==> src/rtl/dispatch_ctrl_pkg.sv <==
// Shared dispatch-stage definitions: core widths, FSM state encoding and the
// freelist availability decode used by the dispatch controller.
package dispatch_ctrl_pkg;

    localparam int         SCALAR_WIDTH           = 2;
    localparam int         PREG_IDX_WIDTH         = 6;
    localparam logic [4:0] ZERO_REG               = 5'd0;
    localparam int         RECOVER_CYCLES_DEFAULT = 2;
    localparam int         RECOVER_CNT_WIDTH      = 4;

    typedef enum logic [1:0] {
        INIT    = 2'd0,
        RUN     = 2'd1,
        RECOVER = 2'd2
    } dispatch_state_t;

    // Freelist reports availability as a thermometer; 2'b10 is not a legal code.
    function automatic logic [1:0] fl_avail_decode(input logic [1:0] fl_valid);
        case (fl_valid)
            2'b01:   return 2'd1;
            2'b11:   return 2'd2;
            default: return 2'd0;
        endcase
    endfunction

endpackage

==> src/rtl/dispatch_grant.sv <==
// Two-slot in-order grant logic: slot 1 may only go when slot 0 goes and the
// combined freelist, ROB and RS demand of both slots is covered.
module dispatch_grant
    import dispatch_ctrl_pkg::*;
#(
    parameter int ROB_CNT_WIDTH = 6
) (
    input  logic [1:0]               dec_valid,
    input  logic [1:0]               need,
    input  logic [1:0]               fl_avail,
    input  logic [ROB_CNT_WIDTH-1:0] rob_free,
    input  logic [ROB_CNT_WIDTH-1:0] rs_free,
    output logic [1:0]               grant
);

    logic [1:0] need_total;

    always_comb begin
        need_total = {1'b0, need[0]} + {1'b0, need[1]};
        grant[0]   = dec_valid[0]
                  && (rob_free != '0)
                  && (rs_free != '0)
                  && (fl_avail >= {1'b0, need[0]});
        grant[1]   = grant[0]
                  && dec_valid[1]
                  && (rob_free >= ROB_CNT_WIDTH'(2))
                  && (rs_free >= ROB_CNT_WIDTH'(2))
                  && (fl_avail >= need_total);
    end

endmodule

==> src/rtl/dispatch_ctrl.sv <==
// Dispatch-stage controller: per-slot grants for the 2-way core, plus the
// mispredict-recovery sequencer that pulses the freelist rollback and blocks dispatch.
module dispatch_ctrl
    import dispatch_ctrl_pkg::*;
#(
    parameter int SCALAR_WIDTH   = dispatch_ctrl_pkg::SCALAR_WIDTH,
    parameter int RECOVER_CYCLES = RECOVER_CYCLES_DEFAULT,
    parameter int ROB_CNT_WIDTH  = 6
) (
    input  logic                              clock,
    input  logic                              reset,
    input  logic [SCALAR_WIDTH-1:0]           dec_valid,
    input  logic [SCALAR_WIDTH-1:0][4:0]      dec_dest_idx,
    input  logic [SCALAR_WIDTH-1:0]           fl_valid,
    input  logic [ROB_CNT_WIDTH-1:0]          rob_free,
    input  logic [ROB_CNT_WIDTH-1:0]          rs_free,
    input  logic                              rollback_req,
    output logic [SCALAR_WIDTH-1:0]           dispatch_en,
    output logic [1:0]                        buf_consume,
    output logic                              fl_rollback_en,
    output logic                              dispatch_stall,
    output logic [15:0]                       stall_cycles,
    output dispatch_state_t                   dbg_state,
    output logic [RECOVER_CNT_WIDTH-1:0]      dbg_recover_cnt
);

    dispatch_state_t              state;
    logic [RECOVER_CNT_WIDTH-1:0] recover_cnt;
    logic [1:0]                   need;
    logic [1:0]                   fl_avail;
    logic [1:0]                   grant;
    logic                         run_ok;

    always_comb begin
        need[0]  = dec_valid[0] && (dec_dest_idx[0] != ZERO_REG);
        need[1]  = dec_valid[1] && (dec_dest_idx[1] != ZERO_REG);
        fl_avail = fl_avail_decode(fl_valid);
    end

    dispatch_grant #(
        .ROB_CNT_WIDTH (ROB_CNT_WIDTH)
    ) u_grant (
        .dec_valid (dec_valid),
        .need      (need),
        .fl_avail  (fl_avail),
        .rob_free  (rob_free),
        .rs_free   (rs_free),
        .grant     (grant)
    );

    // dec_valid[i] offers slot i; dispatch_en[i] accepts it in the same cycle
    // (no backpressure beyond the grant). A rollback request suppresses all grants at once.
    always_comb begin
        run_ok         = (state == RUN) && !rollback_req;
        dispatch_en    = run_ok ? grant : 2'b00;
        buf_consume    = {dispatch_en[1] & dispatch_en[0], dispatch_en[1] ^ dispatch_en[0]};
        dispatch_stall = run_ok && dec_valid[0] && !grant[0];
    end

    always_ff @(posedge clock) begin
        if (reset) begin
            state          <= INIT;
            recover_cnt    <= '0;
            fl_rollback_en <= 1'b0;
            stall_cycles   <= '0;
        end else begin
            fl_rollback_en <= rollback_req;
            if (dispatch_stall && (stall_cycles != 16'hFFFF))
                stall_cycles <= stall_cycles + 16'd1;
            if (rollback_req) begin
                state       <= RECOVER;
                recover_cnt <= RECOVER_CNT_WIDTH'(RECOVER_CYCLES);
            end else begin
                case (state)
                    INIT:    state <= RUN;
                    RUN:     state <= RUN;
                    RECOVER: begin
                        if (recover_cnt <= RECOVER_CNT_WIDTH'(1)) begin
                            state       <= RUN;
                            recover_cnt <= '0;
                        end else begin
                            recover_cnt <= recover_cnt - RECOVER_CNT_WIDTH'(1);
                        end
                    end
                    default: state <= INIT;
                endcase
            end
        end
    end

    assign dbg_state       = state;
    assign dbg_recover_cnt = recover_cnt;

endmodule

==> config.mk <==
export PLATFORM = sky130hd
export DESIGN_NAME = dispatch_ctrl
export DESIGN_NICKNAME = d
export VERILOG_FILES = /design/src/rtl/dispatch_ctrl_pkg.sv /design/src/rtl/dispatch_grant.sv /design/src/rtl/dispatch_ctrl.sv
export SDC_FILE = /design/constraint.sdc
export NUM_CORES = 1
export LEC_CHECK = 0
export CAP_MARGIN = 30
export CORE_ASPECT_RATIO = 0.9
export CORE_UTILIZATION = 39
export DETAILED_ROUTE_END_ITERATION = 16
export PLACE_DENSITY = 0.8
export SLEW_MARGIN = 20
export SYNTH_ARGS = -nofsm -noshare
export SYNTH_HDL_FRONTEND = slang
export SYNTH_SLANG_ARGS = --single-unit
==> constraint.sdc <==
create_clock -name clock -period 2.9 [get_ports clock]
set_clock_uncertainty 0.1 [all_clocks]
set_input_delay 0.435 -clock clock [delete_from_list [all_inputs] [get_ports clock]]
set_output_delay 0.435 -clock clock [all_outputs]
set_load 0.03 [all_outputs]
==> impl_metrics.env, run 1 <==
export IMPL_cts_made_buffers=3
export IMPL_slowest_stage="or4_4"
export IMPL_timing_slew_headroom_pct=70.7
export IMPL_leakagePower_nw=0.842
export IMPL_rrSetupSlack_ps=570
export IMPL_fmax_mhz=301
export IMPL_maxCapViolations=0
export IMPL_period_minus_slack_ps=3320
export IMPL_synth_seq_cells=23
export IMPL_port_buffers=56
export IMPL_seq_area_frac_synth_pct=33.0
export IMPL_crit_chain="buf_6 -> or4_4 -> o21a_4 -> buf_6 -> ha_4 -> ha_4 -> nand2b_4 -> a21oi_4 -> nor4bb_4 -> ha_1 -> buf_6"
export IMPL_die_h_um=58.7
export IMPL_met1Wirelength_um=2050
export IMPL_fin_total_pwr_mw=0.691
export IMPL_io_pins=57
export IMPL_final_hold_violation_count=0
export IMPL_clock_latency_ps=270
export IMPL_core_um2=3400
export IMPL_synthesis_area_um2=1400
export IMPL_path_class="input pin to output pin"
export IMPL_top_layer="met4"
export IMPL_rr_startpoint="stall_cycles[0]"
export IMPL_grt_pass1_vias=1427
export IMPL_antenna_found_initial=0
export IMPL_utilization_pct=72.4
export IMPL_synth_ff_type="dfxtp_1"
export IMPL_p_per_area_nw_per_um2=281
export IMPL_first_iter_violations=61
export IMPL_ant_nets=0
export IMPL_worst_pin_slew_ps=439
export IMPL_fin_area_um2=2460
export IMPL_num_antenna_cells=0
export IMPL_yosysWarningCount=0
export IMPL_syn_num_nets=199
export IMPL_crit_fanout=2
export IMPL_drive_gt1_share_pct=32.1
export IMPL_drcViolationCount=0
export IMPL_path_common_cell="buf_6"
export IMPL_violations="setup timing"
export IMPL_crit_arrival_ps=2780
export IMPL_routedWlPerCell_um=16.6
export IMPL_slowest_delay_ps=520
export IMPL_synth_area_leaders="dfxtp_1, or4_1, a21oi_1, ha_1, o31ai_1"
export IMPL_num_rows=20
export IMPL_whs_endpoint="stall_cycles[7]"
export IMPL_fin_nets=275
export IMPL_setup_violations=10
export IMPL_start_util_pct=41.0
export IMPL_synth_distinct_cells=37
export IMPL_place_area_um2=2090
export IMPL_slew_violations=0
export IMPL_via_per_inst=5.64
export IMPL_worstPathRequired_ps=2370
export IMPL_syn_area_per_cell_um2=8.61
export IMPL_cts_buffer_depth=2
export IMPL_grt_max_degree=17
export IMPL_vias=1586
export IMPL_clkTransAtPathRegs_ps=80
export IMPL_gr_usage_all_layers_pct=21.2
export IMPL_reg2reg_to="stall_cycles[6]"
export IMPL_ys_async_sr_fraction_pct=0
export IMPL_nFillCells=250
export IMPL_hold_start="stall_cycles[7]"
export IMPL_outcome="finished with violations"
export IMPL_cts_tree="done"
export IMPL_fin_crit_sh_pct=114
export IMPL_dieWidth_um=65.0
export IMPL_die_area_um2=3820
export IMPL_synth_commonest_cells="dfxtp_1, a21oi_1, or4_1, o31ai_1, ha_1"
export IMPL_synth_edff_count=0
export IMPL_synthToLayoutAreaGrowth_pct=76.7
export IMPL_hold_path_class="flop to flop"
export IMPL_r2r_cells=7
export IMPL_rsz0062_at_grt="yes"
export IMPL_yosys_cell_count_top_type="dfxtp_1"
export IMPL_path_buf_inv=3
export IMPL_dr_pass1_iters=4
export IMPL_htreeDepth=1
export IMPL_ctsRootBufferMaster="clkbuf_8"
export IMPL_syn_inst=162
export IMPL_overflow=0
export IMPL_wl_um=4660
export IMPL_synth_top_cell_area_share_pct=33.0
export IMPL_wl_met2_um=2300
export IMPL_dpl_hpwl_um=2670
export IMPL_grt_pass1_wl_um=6380
export IMPL_hold_path_depth=2
export IMPL_cts_sinks=23
export IMPL_finalWorstSetupSlack_ps=-419
export IMPL_start_kind="input pin"
export IMPL_fin_tns_setup_ps=-1370
export IMPL_peakVddDrop_mv=0.241
export IMPL_crit_family="simple AND/OR/NAND/NOR gates"
export IMPL_globalplace_congestion=0.814
export IMPL_ctsHoldBuffers=0
export IMPL_cp_end_kind="output pin"
export IMPL_dr_wl_met3_um=280
export IMPL_yosysTopAreaCell="dfxtp_1"
-- final cells by class --
| type | count | area [um2] | area share, % |
|---|---|---|---|
| multi-input cells | 124 | 1110 | 45.2 |
| repair buffers | 79 | 761 | 30.9 |
| flip-flops and latches | 23 | 460 | 18.7 |
| well taps | 44 | 55.1 | 2.23 |
| clock buffers | 3 | 41.3 | 1.68 |
| inverters | 7 | 28.8 | 1.17 |
| clock inverters | 1 | 5.00 | 0.203 |
-- state kept, by name (all words and copies together), names as in the netlist --
register,flops
dbg_recover_cnt,4
dbg_state,2
fl_rollback_en,1
stall_cycles,16
-- repair_timing --
item | in CTS | in global routing
endpoints found under the hold margin | 0 | 0
endpoints found under the setup margin | 21 | 17
buffers inserted | 4 | 8
pin swaps | 13 | 32
resized for setup | 33 | 35
gates cloned | 1 | 0
-- kinds of logic after synthesis --
| kind of cell | after synthesis | synth area share (%) |
|---|---|---|
| buffers and inverters | 16 | 5.47 |
| adder cells (fa/ha/maj) | 8 | 7.18 |
| AND/OR/NAND/NOR | 71 | 33.6 |
| AO/OA/AOI/OAI | 41 | 18.3 |
| flip-flops | 23 | 33.0 |
| multiplexers | 3 | 2.42 |
-- through the flow --
stage / hold slack, ps / setup slack, ps / cells
5_1_grt: 427 / -512 / 281
2_1_floorplan: 510 / -701 / 162
3_5_place_dp: 392 / -821 / 266
4_1_cts: 406 / -437 / 274
3_3_place_gp: 391 / -781 / 266
6_report: 409 / -419 / 281
-- layout by cell type (no fill, tap or decap), types with 2 or more instances in the layout --
cell type,netlist,layout
inv_1,6,6
nand2b_1,3,2
o31ai_1,11,8
clkdlybuf4s50_1,0,43
ha_1,8,5
or4_4,2,9
nand2_1,5,5
ha_4,0,3
buf_4,0,16
a21oi_1,20,14
clkdlybuf4s15_1,0,3
and4_1,2,2
nand3b_1,2,2
nand4_1,4,4
o31ai_2,1,2
o21ai_1,2,2
or4_1,14,7
nor4_4,0,4
nor3_4,2,2
o31ai_4,0,3
nor3_1,6,6
mux2_4,0,2
buf_6,2,14
nand3_1,6,6
dlygate4sd2_1,0,2
or3_1,3,3
nor2b_1,4,4
a21oi_2,0,5
nor2_1,7,7
o21a_1,4,3
dfxtp_1,23,23
clkbuf_8,0,3
-- worst reg2reg max path, delay by kind of cell, from the launching register on --
| kind | cells | cell delay [ps] |
|---|---|---|
| simple gates | 4 | 950 |
| flops | 1 | 420 |
| mux | 1 | 300 |
| buf+inv | 1 | 230 |
| fa+ha+maj | 1 | 220 |
-- where the power goes --
part	internal (mW)	total (mW)	switching (mW)
Combinational	0.0917	0.163	0.0715
Clock	0.0960	0.203	0.107
Sequential	0.320	0.325	0.00492
-- metal layers --
layer,vias up,track usage [%]
li1,775,-
met4,0,4.35
met2,59,37.1
met1,750,27.2
met3,2,4.26
met5,-,0
-- worst max path at each step --
stage	end	cells after the start	slack (ps)	from
floorplan	buf_consume[0]	8	-700	dec_dest_idx[1]
global placement	buf_consume[0]	11	-780	dec_dest_idx[1]
detailed placement	buf_consume[0]	11	-820	dec_dest_idx[1]
CTS	buf_consume[0]	11	-440	dec_dest_idx[2]
global route	buf_consume[0]	11	-510	dec_dest_idx[3]
finish	buf_consume[0]	11	-420	dec_dest_idx[3]
(Power assumes the default switching activity.)
==> inputs of run 2 (changes only) <==
Settings changed: CORE_UTILIZATION 39 to 56, DONT_BUFFER_PORTS from default to 1, PLACE_DENSITY 0.8 to 0.77.
==> run 2 against run 1 <==
Net effect:
- the flow still finishes with violations (setup timing)
- critical endpoint is now buf_consume[1]
- flip-flop and latch count is the same
- via count fell by 20%
- non-clock buffer count decreased by 67
- global-route usage rose by 2.6 points
- combinational power decreased by 61%
- wire length is 32% lower
- first-iteration DRC count shrank 72%
- design area fell by 35%
- critical path type unchanged
- utilization shrank 1.2 points
- largest cell class unchanged
- cell count is 30% lower
- critical path depth fell by 2
==> impl_metrics.env, run 2 (synthesized netlist as in run 1, its figures left out) <==
export IMPL_outcome="finished with violations"
export IMPL_violations="setup timing"
export IMPL_ant_nets=0
export IMPL_slew_violations=0
export IMPL_dpl_hpwl_um=2250
export IMPL_wl_met2_um=1580
export IMPL_die_h_um=49.4
export IMPL_period_minus_slack_ps=3080
export IMPL_crit_fanout=2
export IMPL_ctsRootBufferMaster="clkbuf_4"
export IMPL_dr_pass1_iters=4
export IMPL_dp_slack_ps=-303
export IMPL_hold_start="reset"
export IMPL_grt_pass1_vias=1184
export IMPL_synthToLayoutAreaGrowth_pct=15.4
export IMPL_dr_wl_met3_um=226
export IMPL_hold_path_depth=1
export IMPL_hold_path_class="input pin to flop"
export IMPL_fmax_mhz=325
export IMPL_slowest_delay_ps=500
export IMPL_worst_path_stages=9
export IMPL_die_area_um2=2700
export IMPL_utilization_pct=71.2
export IMPL_fin_total_pwr_mw=0.552
export IMPL_overflow=0
export IMPL_grt_pass1_wl_um=4840
export IMPL_path_common_cell="ha_1"
export IMPL_p_per_area_nw_per_um2=343
export IMPL_num_rows=16
export IMPL_final_hold_violation_count=0
export IMPL_largest_register_ffs=16
export IMPL_slowest_stage="or4_4"
export IMPL_ctsHoldBuffers=0
export IMPL_start_kind="input pin"
export IMPL_rsz0062_at_grt="yes"
export IMPL_wl_um=3150
export IMPL_peakVddDrop_mv=0.332
export IMPL_start_util_pct=61.7
export IMPL_cp_end_kind="output pin"
export IMPL_io_pins=57
export IMPL_final_cell_mix="dfxtp_1, a21oi_1, or4_1"
export IMPL_whs_endpoint="stall_cycles[13]"
export IMPL_final_common_cell="dfxtp_1"
export IMPL_cts_tree="done"
export IMPL_globalplace_congestion=0.772
export IMPL_num_antenna_cells=0
export IMPL_cts_sinks=23
export IMPL_fin_area_um2=1610
export IMPL_nFillCells=182
export IMPL_gr_usage_all_layers_pct=23.9
export IMPL_port_buffers=0
export IMPL_vias=1273
export IMPL_reg2reg_to="stall_cycles[9]"
export IMPL_worstPathRequired_ps=2370
export IMPL_routedWlPerCell_um=16.1
export IMPL_clock_latency_ps=310
export IMPL_drcViolationCount=0
export IMPL_cts_made_buffers=3
export IMPL_rrSetupSlack_ps=510
export IMPL_maxCapViolations=0
export IMPL_finalWorstSetupSlack_ps=-181
export IMPL_dieWidth_um=54.6
export IMPL_path_buf_inv=1
export IMPL_largest_register="stall_cycles"
export IMPL_htreeDepth=1
export IMPL_fin_nets=207
export IMPL_place_area_um2=1490
export IMPL_via_per_inst=6.49
export IMPL_grt_max_degree=27
export IMPL_first_iter_violations=17
export IMPL_core_um2=2260
export IMPL_setup_violations=3
export IMPL_top_layer="met4"
export IMPL_leakagePower_nw=0.515
export IMPL_antenna_found_initial=0
export IMPL_clkTransAtPathRegs_ps=130
export IMPL_rr_startpoint="stall_cycles[0]"
export IMPL_worst_pin_slew_ps=502
export IMPL_r2r_cells=7
export IMPL_fin_crit_sh_pct=106
export IMPL_met1Wirelength_um=1330
export IMPL_drive_gt1_share_pct=21.3
export IMPL_timing_slew_headroom_pct=66.5
export IMPL_crit_arrival_ps=2550
export IMPL_crit_chain="or4_4 -> o21a_1 -> ha_1 -> ha_1 -> nand2b_4 -> a21oi_2 -> nor4bb_4 -> ha_4 -> buf_6"
export IMPL_cts_buffer_depth=2
export IMPL_crit_family="simple AND/OR/NAND/NOR gates"
export IMPL_path_class="input pin to output pin"
## run 2: cell types whose count changed in the layout (fill, tap and decap cells not counted), sizes merged
| cell | previous run | this run |
|---|---|---|
| clkinv | 1 | 0 |
| o31ai | 13 | 12 |
| clkinvlp | 0 | 1 |
| buf | 31 | 12 |
| clkdlybuf4s15 | 3 | 0 |
| clkdlybuf4s50 | 43 | 0 |
| dlygate4sd2 | 2 | 0 |
## run 2: worst register-to-register path: stages (launching register included)
cell,delay (ps)
dfxtp_1,600
ha_1,270
nand3_1,170
or3_1,380
nor2_1,290
buf_4,280
o31ai_1,110
a21oi_1,140
## run 2: final cells by class
class	instances	area (um2)	share of cell area (%)
Clock buffer	3	22.5	1.40
Clock inverter	1	7.51	0.466
Inverter	7	28.8	1.79
Multi-Input combinational cell	123	947	58.8
Sequential cell	23	460	28.6
Tap cell	27	33.8	2.10
Timing Repair Buffer	12	110	6.84
## run 2: what timing repair did
action,CTS,global route
cloned,0,0
resized for setup,6,5
setup buffers,2,2
pin swaps,5,5
endpoints found under the setup margin,4,6
## run 2: routing by layer
layer  vias up  track usage [%]
met5         -                0
met4         0             2.56
met3         3             7.79
met2        51             40.8
met1       585             29.1
li1        634                -
## run 2: per-stage QoR
step           hold WS [ps]  std cells  TNS [ps]
6_report               69.5        196      -531
3_5_place_dp            409        188     -3760
4_1_cts                44.3        194      -564
5_1_grt                43.2        196      -904
2_1_floorplan           510        162     -1920
3_3_place_gp            408        188     -2740
## run 2: how the worst max path moves through the flow
| stage | start | endpoint | slack (ps) |
|---|---|---|---|
| 2_1_floorplan | dec_dest_idx[1] | buf_consume[0] | -700 |
| 3_3_place_gp | dec_dest_idx[1] | buf_consume[0] | -250 |
| 3_5_place_dp | dec_dest_idx[1] | buf_consume[0] | -300 |
| 4_1_cts | dec_dest_idx[1] | buf_consume[1] | -220 |
| 5_1_grt | dec_dest_idx[6] | buf_consume[1] | -290 |
| 6_report | dec_dest_idx[6] | buf_consume[1] | -180 |
## run 2: power breakdown
part	internal, mW	total [mW]	leakage [nW]	switching, mW
combinational	0.0329	0.0638	0.314	0.0309
clock	0.0527	0.153	0.0139	0.101
sequential	0.320	0.335	0.186	0.0144
==> inputs of run 3 (changes only) <==
==> constraint.sdc (replaced) <==
create_clock -name clock -period 2.9 [get_ports clock]
set_clock_uncertainty 0.1 [all_clocks]
set_input_delay 0.58 -clock clock [delete_from_list [all_inputs] [get_ports clock]]
set_output_delay 0.58 -clock clock [all_outputs]
set_load 0.03 [all_outputs]
==> run 3 against run 2 <==
Net effect:
- the run still ends with setup timing left
- utilization is 10 points higher
- combinational power is 30% higher
- flip-flop and latch count stayed put
- sequential share of layout area is 3.5 points lower
- die area stayed put
- sequential power hardly changed
- clock-buffer cell count stayed put
- clock power is 3% higher
==> impl_metrics.env, run 3 (synthesized netlist as in run 1, its figures left out) <==
export IMPL_start_util_pct=61.7
export IMPL_start_kind="input pin"
export IMPL_setup_violations=21
export IMPL_cts_tree="done"
export IMPL_switching_power_mw=0.156
export IMPL_place_inst=192
export IMPL_violations="setup timing"
export IMPL_synthToLayoutAreaGrowth_pct=31.7
export IMPL_nFillCells=150
export IMPL_drcViolationCount=0
export IMPL_crit_fanout=2
export IMPL_io_pins=57
export IMPL_core_um2=2260
export IMPL_path_class="input pin to output pin"
export IMPL_cts_buffer_depth=2
export IMPL_fmax_mhz=295
export IMPL_grt_max_degree=27
export IMPL_worstPathRequired_ps=2220
export IMPL_drive_gt1_share_pct=37.6
export IMPL_crit_arrival_ps=2710
export IMPL_grt_pass1_vias=1320
export IMPL_final_cells=205
export IMPL_wl_um=3830
export IMPL_dr_pass1_iters=4
export IMPL_seqPwrFrac_pct=57.9
export IMPL_r2r_cells=7
export IMPL_slew_violations=0
export IMPL_clkTransAtPathRegs_ps=140
export IMPL_leakagePower_nw=0.596
export IMPL_port_buffers=0
export IMPL_fin_nets=216
export IMPL_ff_latch_area_um2=460
export IMPL_rsz0062_at_grt="yes"
export IMPL_htreeDepth=1
export IMPL_fin_crit_sh_pct=117
export IMPL_ant_nets=0
export IMPL_outcome="finished with violations"
export IMPL_die_h_um=49.4
export IMPL_ctsRootBufferMaster="clkbuf_4"
export IMPL_pwr_share_clk_pct=27.6
export IMPL_globalplace_congestion=0.768
export IMPL_die_area_um2=2700
export IMPL_cts_made_buffers=3
export IMPL_hold_path_class="input pin to flop"
export IMPL_cp_end_kind="output pin"
export IMPL_timing_slew_headroom_pct=62.4
export IMPL_peakVddDrop_mv=0.251
export IMPL_cts_sinks=23
export IMPL_reg2reg_to="stall_cycles[1]"
export IMPL_vias=1346
export IMPL_final_common_cell="dfxtp_1"
export IMPL_maxCapViolations=0
export IMPL_dieWidth_um=54.6
export IMPL_utilization_pct=81.2
export IMPL_overflow=0
export IMPL_p_per_area_nw_per_um2=312
export IMPL_slowest_delay_ps=510
export IMPL_first_iter_violations=24
export IMPL_slowest_stage="or4_1"
export IMPL_finalWorstSetupSlack_ps=-488
export IMPL_routedWlPerCell_um=18.7
export IMPL_num_antenna_cells=0
export IMPL_switching_share_pct=27.3
export IMPL_num_rows=16
export IMPL_multi_input_area_um2=1080
export IMPL_period_minus_slack_ps=3390
export IMPL_via_per_inst=6.57
export IMPL_rr_startpoint="stall_cycles[0]"
export IMPL_crit_chain="or4_1 -> o21a_1 -> ha_1 -> ha_1 -> nand2b_4 -> a21oi_4 -> nor4bb_4 -> ha_4 -> buf_6"
export IMPL_crit_end="buf_consume[1]"
export IMPL_final_cell_mix="dfxtp_1, buf_6, or4_4, o31ai_1, a21oi_1"
export IMPL_rrSetupSlack_ps=150
export IMPL_path_common_cell="ha_1"
export IMPL_grt_pass1_wl_um=5330
export IMPL_final_hold_violation_count=0
export IMPL_largest_register="stall_cycles"
export IMPL_cp_startpoint="dec_dest_idx[2]"
export IMPL_antenna_found_initial=0
export IMPL_largest_register_ffs=16
export IMPL_worst_pin_slew_ps=561
export IMPL_combPwrFrac_pct=14.5
export IMPL_dpl_hpwl_um=2410
export IMPL_power_internal_mw=0.417
export IMPL_clock_latency_ps=320
export IMPL_gr_usage_all_layers_pct=26.8
[run 3: metal layers]
metal | vias up | wire length (um) | part of all wire, % | GRT usage [%]
met3 | 2 | 277 | 7.2 | 7.79
li1 | 649 | - | - | -
met5 | - | 0 | 0 | 0
met4 | 0 | 21 | 0.55 | 7.69
met2 | 55 | 2000 | 52 | 45.8
met1 | 640 | 1530 | 40 | 31.1
[run 3: cell type report]
class | instances | area share (%)
inverters | 7 | 1.57
repair buffers | 21 | 11.3
flip-flops and latches | 23 | 25.1
well taps | 27 | 1.84
clock inverters | 1 | 0.409
clock buffers | 3 | 1.23
multi-input cells | 123 | 58.6
[run 3: critical path, delay by kind of cell]
family,cells,cell delay (ps)
AO/OA/AOI/OAI,2,260
AND/OR/NAND/NOR,3,980
buffers and inverters,1,120
adder cells (fa/ha/maj),3,770
[run 3: what timing repair did]
action | in CTS | in global routing
gates resized for setup | 6 | 44
pin swaps | 5 | 38
setup buffers | 2 | 6
hold buffers | 0 | 0
gates cloned | 0 | 1
setup endpoints to repair | 19 | 20
[run 3: worst min-delay path by stage]
stage	startpoint	endpoint	slack, ps	cells past startpoint
floorplan	stall_cycles[7]	stall_cycles[7]	510	2
global placement	stall_cycles[7]	stall_cycles[7]	520	2
detailed placement	stall_cycles[9]	stall_cycles[9]	530	2
CTS	reset	stall_cycles[3]	190	1
global route	reset	stall_cycles[8]	170	1
finish	reset	stall_cycles[3]	200	1
[run 3: power by group through the flow]
stage               combinational (mW)  sequential, mW  clock (mW)
floorplan                       0.0485           0.341           0
global placement                0.0544           0.339           0
detailed placement              0.0588           0.339           0
CTS                             0.0620           0.332       0.163
global route                    0.0913           0.333       0.173
finish                          0.0830           0.332       0.158
[run 3: through the flow]
step / TNS (ps) / area, um2 / hold WS [ps] / worst slack [ps] / total power, mW
finish: -6080 / 1840 / 200 / -488 / 0.573
global route: -7310 / 1840 / 174 / -620 / 0.597
CTS: -4800 / 1590 / 191 / -497 / 0.557
detailed placement: -9420 / 1510 / 535 / -564 / 0.397
global placement: -7340 / 1510 / 520 / -523 / 0.393
floorplan: -5080 / 1430 / 510 / -991 / 0.389
